[config.mk]
export PLATFORM = sky130hd
export DESIGN_NAME = iq_port_serdes
export DESIGN_NICKNAME = d
export VERILOG_FILES = /design/src/rtl/iq_port_pkg.sv /design/src/rtl/iq_rx_deframer.sv /design/src/rtl/iq_port_serdes.sv
export SDC_FILE = /design/constraint.sdc
export NUM_CORES = 1
export LEC_CHECK = 0
export ABC_AREA = 1
export CORE_ASPECT_RATIO = 1.5
export CORE_MARGIN = 4
export CORE_UTILIZATION = 55
export CTS_CLUSTER_SIZE = 28
export DETAILED_ROUTE_END_ITERATION = 7
export GPL_TIMING_DRIVEN = 0
export PLACE_DENSITY_LB_ADDON = 0.2
export SLEW_MARGIN = 40
export SYNTH_ARGS = -nofsm -noshare
export SYNTH_HDL_FRONTEND = slang
export SYNTH_SLANG_ARGS = --single-unit
[constraint.sdc]
create_clock -name clk -period 6.95 [get_ports clk]
set_input_delay 1.0425 -clock clk [delete_from_list [all_inputs] [get_ports clk]]
set_output_delay 1.0425 -clock clk [all_outputs]
set_load 0.02 [all_outputs]
[src/rtl/iq_port_pkg.sv]
// Shared types and frame-geometry helpers for the I/Q port serialiser/deserialiser.
package iq_port_pkg;

    typedef enum logic {TX_IDLE, TX_RUN} tx_state_t;
    typedef enum logic {RX_HUNT, RX_LOCK} rx_state_t;

    function automatic int beats(input int sample_w, input int lane_w);
        return sample_w / lane_w;
    endfunction

    function automatic int wpf(input int sample_w, input int lane_w, input int num_ch);
        return 2 * num_ch * beats(sample_w, lane_w);
    endfunction

endpackage

[src/rtl/iq_rx_deframer.sv]
// Receive side: hunts for the frame marker, checks alignment, assembles a frame
// and hands it to a single-entry output register with overflow/frame-error flags.
module iq_rx_deframer
    import iq_port_pkg::*;
#(
    parameter int SAMPLE_W = 12,
    parameter int LANE_W   = 12,
    parameter int NUM_CH   = 1
) (
    input  logic                         clk,
    input  logic                         rst,
    input  logic                         frame,
    input  logic [LANE_W-1:0]            data,
    input  logic                         out_ready,
    input  logic                         clr_status,
    output logic                         out_valid,
    output logic [2*NUM_CH*SAMPLE_W-1:0] out_data,
    output logic                         rx_overflow,
    output logic                         rx_frame_err
);

    localparam int BEATS = beats(SAMPLE_W, LANE_W);
    localparam int WPF   = wpf(SAMPLE_W, LANE_W, NUM_CH);
    localparam int CW    = (WPF > 1) ? $clog2(WPF) : 1;
    localparam int DW    = 2 * NUM_CH * SAMPLE_W;
    localparam logic [CW-1:0] LAST = CW'(WPF - 1);
    localparam logic [CW-1:0] HALF = CW'(WPF / 2);

    rx_state_t         rx_state, rx_next;
    logic              frame_q, frame_prev, rise, exp_frame;
    logic [LANE_W-1:0] data_q;
    logic [CW-1:0]     cnt, cnt_next, wr_idx;
    logic              wr_en, done_set, err_set, done;
    logic [LANE_W-1:0] asm_words [WPF];
    logic [DW-1:0]     asm_packed;

    always_ff @(posedge clk or posedge rst) begin
        if (rst) begin
            frame_q    <= 1'b0;
            frame_prev <= 1'b0;
            data_q     <= '0;
        end else begin
            frame_q    <= frame;
            frame_prev <= frame_q;
            data_q     <= data;
        end
    end

    assign rise      = frame_q && !frame_prev;
    assign exp_frame = (cnt < HALF);

    always_ff @(posedge clk or posedge rst) begin
        if (rst) rx_state <= RX_HUNT;
        else     rx_state <= rx_next;
    end

    always_comb begin
        rx_next = rx_state;
        case (rx_state)
            RX_HUNT: if (rise) rx_next = RX_LOCK;
            RX_LOCK: if (frame_q != exp_frame && !rise) rx_next = RX_HUNT;
            default: rx_next = RX_HUNT;
        endcase
    end

    // A misaligned word that is itself a rising edge restarts the frame at index 0.
    always_comb begin
        wr_en    = 1'b0;
        wr_idx   = '0;
        cnt_next = cnt;
        done_set = 1'b0;
        err_set  = 1'b0;
        case (rx_state)
            RX_HUNT: begin
                if (rise) begin
                    wr_en    = 1'b1;
                    cnt_next = CW'(1);
                end
            end
            RX_LOCK: begin
                if (frame_q == exp_frame) begin
                    wr_en  = 1'b1;
                    wr_idx = cnt;
                    if (cnt == LAST) begin
                        cnt_next = '0;
                        done_set = 1'b1;
                    end else begin
                        cnt_next = cnt + CW'(1);
                    end
                end else begin
                    err_set = 1'b1;
                    if (rise) begin
                        wr_en    = 1'b1;
                        cnt_next = CW'(1);
                    end else begin
                        cnt_next = '0;
                    end
                end
            end
            default: cnt_next = '0;
        endcase
    end

    always_ff @(posedge clk or posedge rst) begin
        if (rst) begin
            cnt  <= '0;
            done <= 1'b0;
            for (int i = 0; i < WPF; i++) asm_words[i] <= '0;
        end else begin
            cnt  <= cnt_next;
            done <= done_set;
            if (wr_en) asm_words[wr_idx] <= data_q;
        end
    end

    for (genvar k = 0; k < WPF; k++) begin : g_unpack
        localparam int SMP  = k / BEATS;
        localparam int BASE = (2 * (SMP / 2) + ((SMP % 2 == 0) ? 1 : 0)) * SAMPLE_W;
        localparam int B    = k % BEATS;
        assign asm_packed[BASE + (BEATS - 1 - B) * LANE_W +: LANE_W] = asm_words[k];
    end

    always_ff @(posedge clk or posedge rst) begin
        if (rst) begin
            out_valid <= 1'b0;
            out_data  <= '0;
        end else if (done && !(out_valid && !out_ready)) begin
            out_valid <= 1'b1;
            out_data  <= asm_packed;
        end else if (out_valid && out_ready) begin
            out_valid <= 1'b0;
        end
    end

    always_ff @(posedge clk or posedge rst) begin
        if (rst) begin
            rx_overflow  <= 1'b0;
            rx_frame_err <= 1'b0;
        end else if (clr_status) begin
            rx_overflow  <= 1'b0;
            rx_frame_err <= 1'b0;
        end else begin
            if (done && out_valid && !out_ready) rx_overflow <= 1'b1;
            if (err_set) rx_frame_err <= 1'b1;
        end
    end

endmodule

[src/rtl/iq_port_serdes.sv]
// Framed I/Q port bridge: TX serialiser FSM, underrun flag and internal loopback;
// the receive path is delegated to iq_rx_deframer.
module iq_port_serdes
    import iq_port_pkg::*;
#(
    parameter int SAMPLE_W = 12,
    parameter int LANE_W   = 12,
    parameter int NUM_CH   = 1
) (
    input  logic                         clk,
    input  logic                         rst,
    input  logic                         in_valid,
    output logic                         in_ready,
    input  logic [2*NUM_CH*SAMPLE_W-1:0] in_data,
    output logic                         out_valid,
    input  logic                         out_ready,
    output logic [2*NUM_CH*SAMPLE_W-1:0] out_data,
    output logic                         tx_frame,
    output logic [LANE_W-1:0]            tx_data,
    input  logic                         rx_frame,
    input  logic [LANE_W-1:0]            rx_data,
    input  logic                         loopback,
    input  logic                         clr_status,
    output logic                         tx_underrun,
    output logic                         rx_overflow,
    output logic                         rx_frame_err
);

    localparam int BEATS = beats(SAMPLE_W, LANE_W);
    localparam int WPF   = wpf(SAMPLE_W, LANE_W, NUM_CH);
    localparam int CW    = (WPF > 1) ? $clog2(WPF) : 1;
    localparam int DW    = 2 * NUM_CH * SAMPLE_W;
    localparam logic [CW-1:0] LAST = CW'(WPF - 1);
    localparam logic [CW-1:0] HALF = CW'(WPF / 2);

    if (SAMPLE_W % LANE_W != 0) begin : g_bad_lane
        $fatal(1, "iq_port_serdes: LANE_W must divide SAMPLE_W");
    end
    if (NUM_CH < 1 || NUM_CH > 2) begin : g_bad_ch
        $fatal(1, "iq_port_serdes: NUM_CH must be 1 or 2");
    end

    tx_state_t         tx_state, tx_next;
    logic [CW-1:0]     tx_cnt;
    logic [DW-1:0]     tx_buf;
    logic [LANE_W-1:0] tx_words [WPF];
    logic              accept;
    logic              rx_frame_sel;
    logic [LANE_W-1:0] rx_data_sel;

    always_ff @(posedge clk or posedge rst) begin
        if (rst) tx_state <= TX_IDLE;
        else     tx_state <= tx_next;
    end

    always_comb begin
        tx_next = tx_state;
        case (tx_state)
            TX_IDLE: if (accept) tx_next = TX_RUN;
            TX_RUN:  if (tx_cnt == LAST) tx_next = accept ? TX_RUN : TX_IDLE;
            default: tx_next = TX_IDLE;
        endcase
    end

    // Ready is held low while reset is asserted so nothing is accepted into a cleared FSM.
    always_comb begin
        in_ready = !rst && (tx_state == TX_IDLE || tx_cnt == LAST);
        accept   = in_valid && in_ready;
    end

    for (genvar k = 0; k < WPF; k++) begin : g_pack
        localparam int SMP  = k / BEATS;
        localparam int BASE = (2 * (SMP / 2) + ((SMP % 2 == 0) ? 1 : 0)) * SAMPLE_W;
        localparam int B    = k % BEATS;
        assign tx_words[k] = tx_buf[BASE + (BEATS - 1 - B) * LANE_W +: LANE_W];
    end

    always_ff @(posedge clk or posedge rst) begin
        if (rst) begin
            tx_cnt   <= '0;
            tx_buf   <= '0;
            tx_frame <= 1'b0;
            tx_data  <= '0;
        end else begin
            if (accept) begin
                tx_cnt <= '0;
                tx_buf <= in_data;
            end else if (tx_state == TX_RUN) begin
                tx_cnt <= (tx_cnt == LAST) ? '0 : tx_cnt + CW'(1);
            end
            tx_frame <= (tx_state == TX_RUN) && (tx_cnt < HALF);
            tx_data  <= (tx_state == TX_RUN) ? tx_words[tx_cnt] : '0;
        end
    end

    always_ff @(posedge clk or posedge rst) begin
        if (rst)                                          tx_underrun <= 1'b0;
        else if (clr_status)                              tx_underrun <= 1'b0;
        else if (tx_state == TX_RUN && tx_next == TX_IDLE) tx_underrun <= 1'b1;
    end

    assign rx_frame_sel = loopback ? tx_frame : rx_frame;
    assign rx_data_sel  = loopback ? tx_data  : rx_data;

    iq_rx_deframer #(
        .SAMPLE_W (SAMPLE_W),
        .LANE_W   (LANE_W),
        .NUM_CH   (NUM_CH)
    ) u_rx (
        .clk          (clk),
        .rst          (rst),
        .frame        (rx_frame_sel),
        .data         (rx_data_sel),
        .out_ready    (out_ready),
        .clr_status   (clr_status),
        .out_valid    (out_valid),
        .out_data     (out_data),
        .rx_overflow  (rx_overflow),
        .rx_frame_err (rx_frame_err)
    );

endmodule

==> flow_summary.json <==
{
  "status": "completed",
  "numPlacedInstances": 601,
  "cts-root-buf": "clkbuf_8",
  "die_x_um": 79.5,
  "worstMarginPinSlew_ns": 0.451,
  "power_density_nw_per_um2": 425,
  "max_freq_mhz": 295,
  "tns_ns": 0,
  "cts_buffer_depth": 2,
  "syn_area_um2": 4220,
  "fin_ws_ns": 3.56,
  "path_clk_slew_ns": 0.09,
  "fin_cells": 617,
  "cp.required_ns": 5.91,
  "gp_congestion": 0.846,
  "cts_hold_buffers": 0,
  "synthCells": 416,
  "synth_nets": 460,
  "ys_ff_latch": 108,
  "peakVddDrop_uv": 258,
  "p_leak_nw": 2.71,
  "slowest_delay_ns": 0.61,
  "dieArea_um2": 9160,
  "grt_pass1_wl_um": 13800,
  "drive_above_1_share": 0.133,
  "cts_setup_buffers": 0,
  "routed_wl_um": 8230,
  "seq_area_frac_synth": 0.641,
  "start_kind": "input port",
  "wl_per_cell_um": 13.3,
  "tritoncts": "built",
  "grt_pass1_vias": 3107,
  "slew_viol_final": 0,
  "hpwl_um": 6330,
  "utilization": 0.738,
  "antennaDiodeCount": 0,
  "die_y_um": 115,
  "period_share": 0.488,
  "post_drt_via_cell_ratio": 4.84,
  "grt_max_degree": 67,
  "fp-row-count": 38,
  "end_kind": "primary output",
  "setup_viol": 0,
  "crit_path_frequent_cell": "clkdlybuf4s50_1",
  "hold_start": "u_rx.frame_q",
  "hold_viol": 0,
  "drc": 0,
  "clkLatencyLatePin_ns": 0.37,
  "power_mw": 2.31,
  "path_max_fanout": 3,
  "crit_start": "rst",
  "clock-sinks": 108,
  "rsz0062_at_grt": "false",
  "layout_min_cycle_time_ns": 3.39,
  "antenna_found_initial": 0,
  "via_count": 2984,
  "reg2reg_from": "u_rx.cnt",
  "yosysWarnings": 0,
  "top_level_ports": 85,
  "grt-ovfl-total": 0,
  "final_cell_mix": "dfrtp_1 (108), nand2_1 (103), clkdlybuf4s50_1 (84)",
  "htree_levels": 3,
  "relSlewSlack": 0.699,
  "drv_cap": 0,
  "arrival_ns": 2.35,
  "dr.pass1.iters": 4,
  "finClkSkew_ns": 0.0109,
  "numCtsBuffers": 9,
  "start_util": 0.572,
  "nNetsFinal": 556,
  "numPortBuffers": 84,
  "core-area_um2": 7370,
  "critPathKind": "in -> out",
  "place_ws_ns": 3.57,
  "ctsResizeCount": 0,
  "worstPathCellList": "clkdlybuf4s50_1 -> nor2_1 -> clkdlybuf4s50_1",
  "worstHoldPathType": "reg -> reg",
  "avgSynthCellArea_um2": 10.1,
  "antenna_left": 0,
  "drtIter0Drc": 175,
  "grtUsageTotal": 0.198,
  "ys_types": 22,
  "critPathSlowestCell": "clkdlybuf4s50_1",
  "syn2layout_area_growth_pct": 29.1,
  "layout_commonest_cell": "dfrtp_1"
}
[state kept, by name, indices dropped and copies added, names as in the netlist, 12 cells and up]
name             count
tx_buf              24
tx_data             12
u_rx.asm_packed     24
u_rx.out_data       24
u_rx.data_q         12
[worst max-delay path, delay by kind of cell]
family	cells	cell delay [ns]
buf+inv	2	1.14
simple gates	1	0.16
[synthesized netlist by cell type (all sizes together)]
library cell	instances	area, um2
nand2	107	417
clkbuf	6	23.8
mux2	13	146
dfrtp	108	2700
a31oi	1	6.26
ha	1	12.5
nor2	28	105
a21oi	2	10.0
buf	14	95.1
o211ai	1	7.51
nand3	25	130
inv	47	176
o21ai	63	383
[path summary, 6_finish.rpt]
check / to / slack (ns) / cells past startpoint
setup / recovery: in_ready / 3.56 / 3
hold / removal: u_rx.frame_prev / 0.40 / 0
setup reg to reg: u_rx.asm_packed[3] / 5.43 / 6
max in group asynchronous: u_rx.out_data[3] / 5.23 / 3
hold reg to reg: u_rx.frame_prev / 0.40 / 0
min in group asynchronous: tx_buf[11] / 1.11 / 2
[stage by stage]
step	hold WS, ns	area [um2]
after CTS	0.408	5440
after floorplan	0.374	4220
final	0.396	5440
after global placement	0.386	5180
after detailed placement	0.385	5220
after global routing	0.434	5440
[metal layers]
metal,track usage,part of all wire,up-vias
met2,0.368,0.56,77
li1,-,-,1500
met4,0.109,0.028,0
met1,0.209,0.38,1395
met5,0,0,-
met3,0.0313,0.036,12
[report_power, final]
part / total (mW) / switching, mW / leakage, nW / internal (mW)
Sequential: 1.02 / 0.138 / 1.38 / 0.878
Clock: 0.419 / 0.207 / 0.113 / 0.213
Combinational: 0.875 / 0.491 / 1.21 / 0.384
[cell families (layout without fill, tap and decap cells)]
family / Yosys count / after routing / share of synthesized area
buffers and inverters: 67 / 168 / 0.0700
flip-flops: 108 / 108 / 0.641
AND/OR/NAND/NOR: 160 / 160 / 0.155
AO/OA/AOI/OAI: 67 / 67 / 0.0965
multiplexers: 13 / 13 / 0.0347
adder cells (fa/ha/maj): 1 / 1 / 0.00297
[cell type report]
type | count | area (um2)
inverters | 47 | 184
clock inverters | 6 | 86.3
repair buffers | 85 | 868
well taps | 100 | 125
flip-flops and latches | 108 | 2700
fillers | 555 | 1930
multi-input cells | 241 | 1220
clock buffers | 10 | 138
plain buffers | 20 | 119
Note: power is estimated with default switching activity, not from simulation.
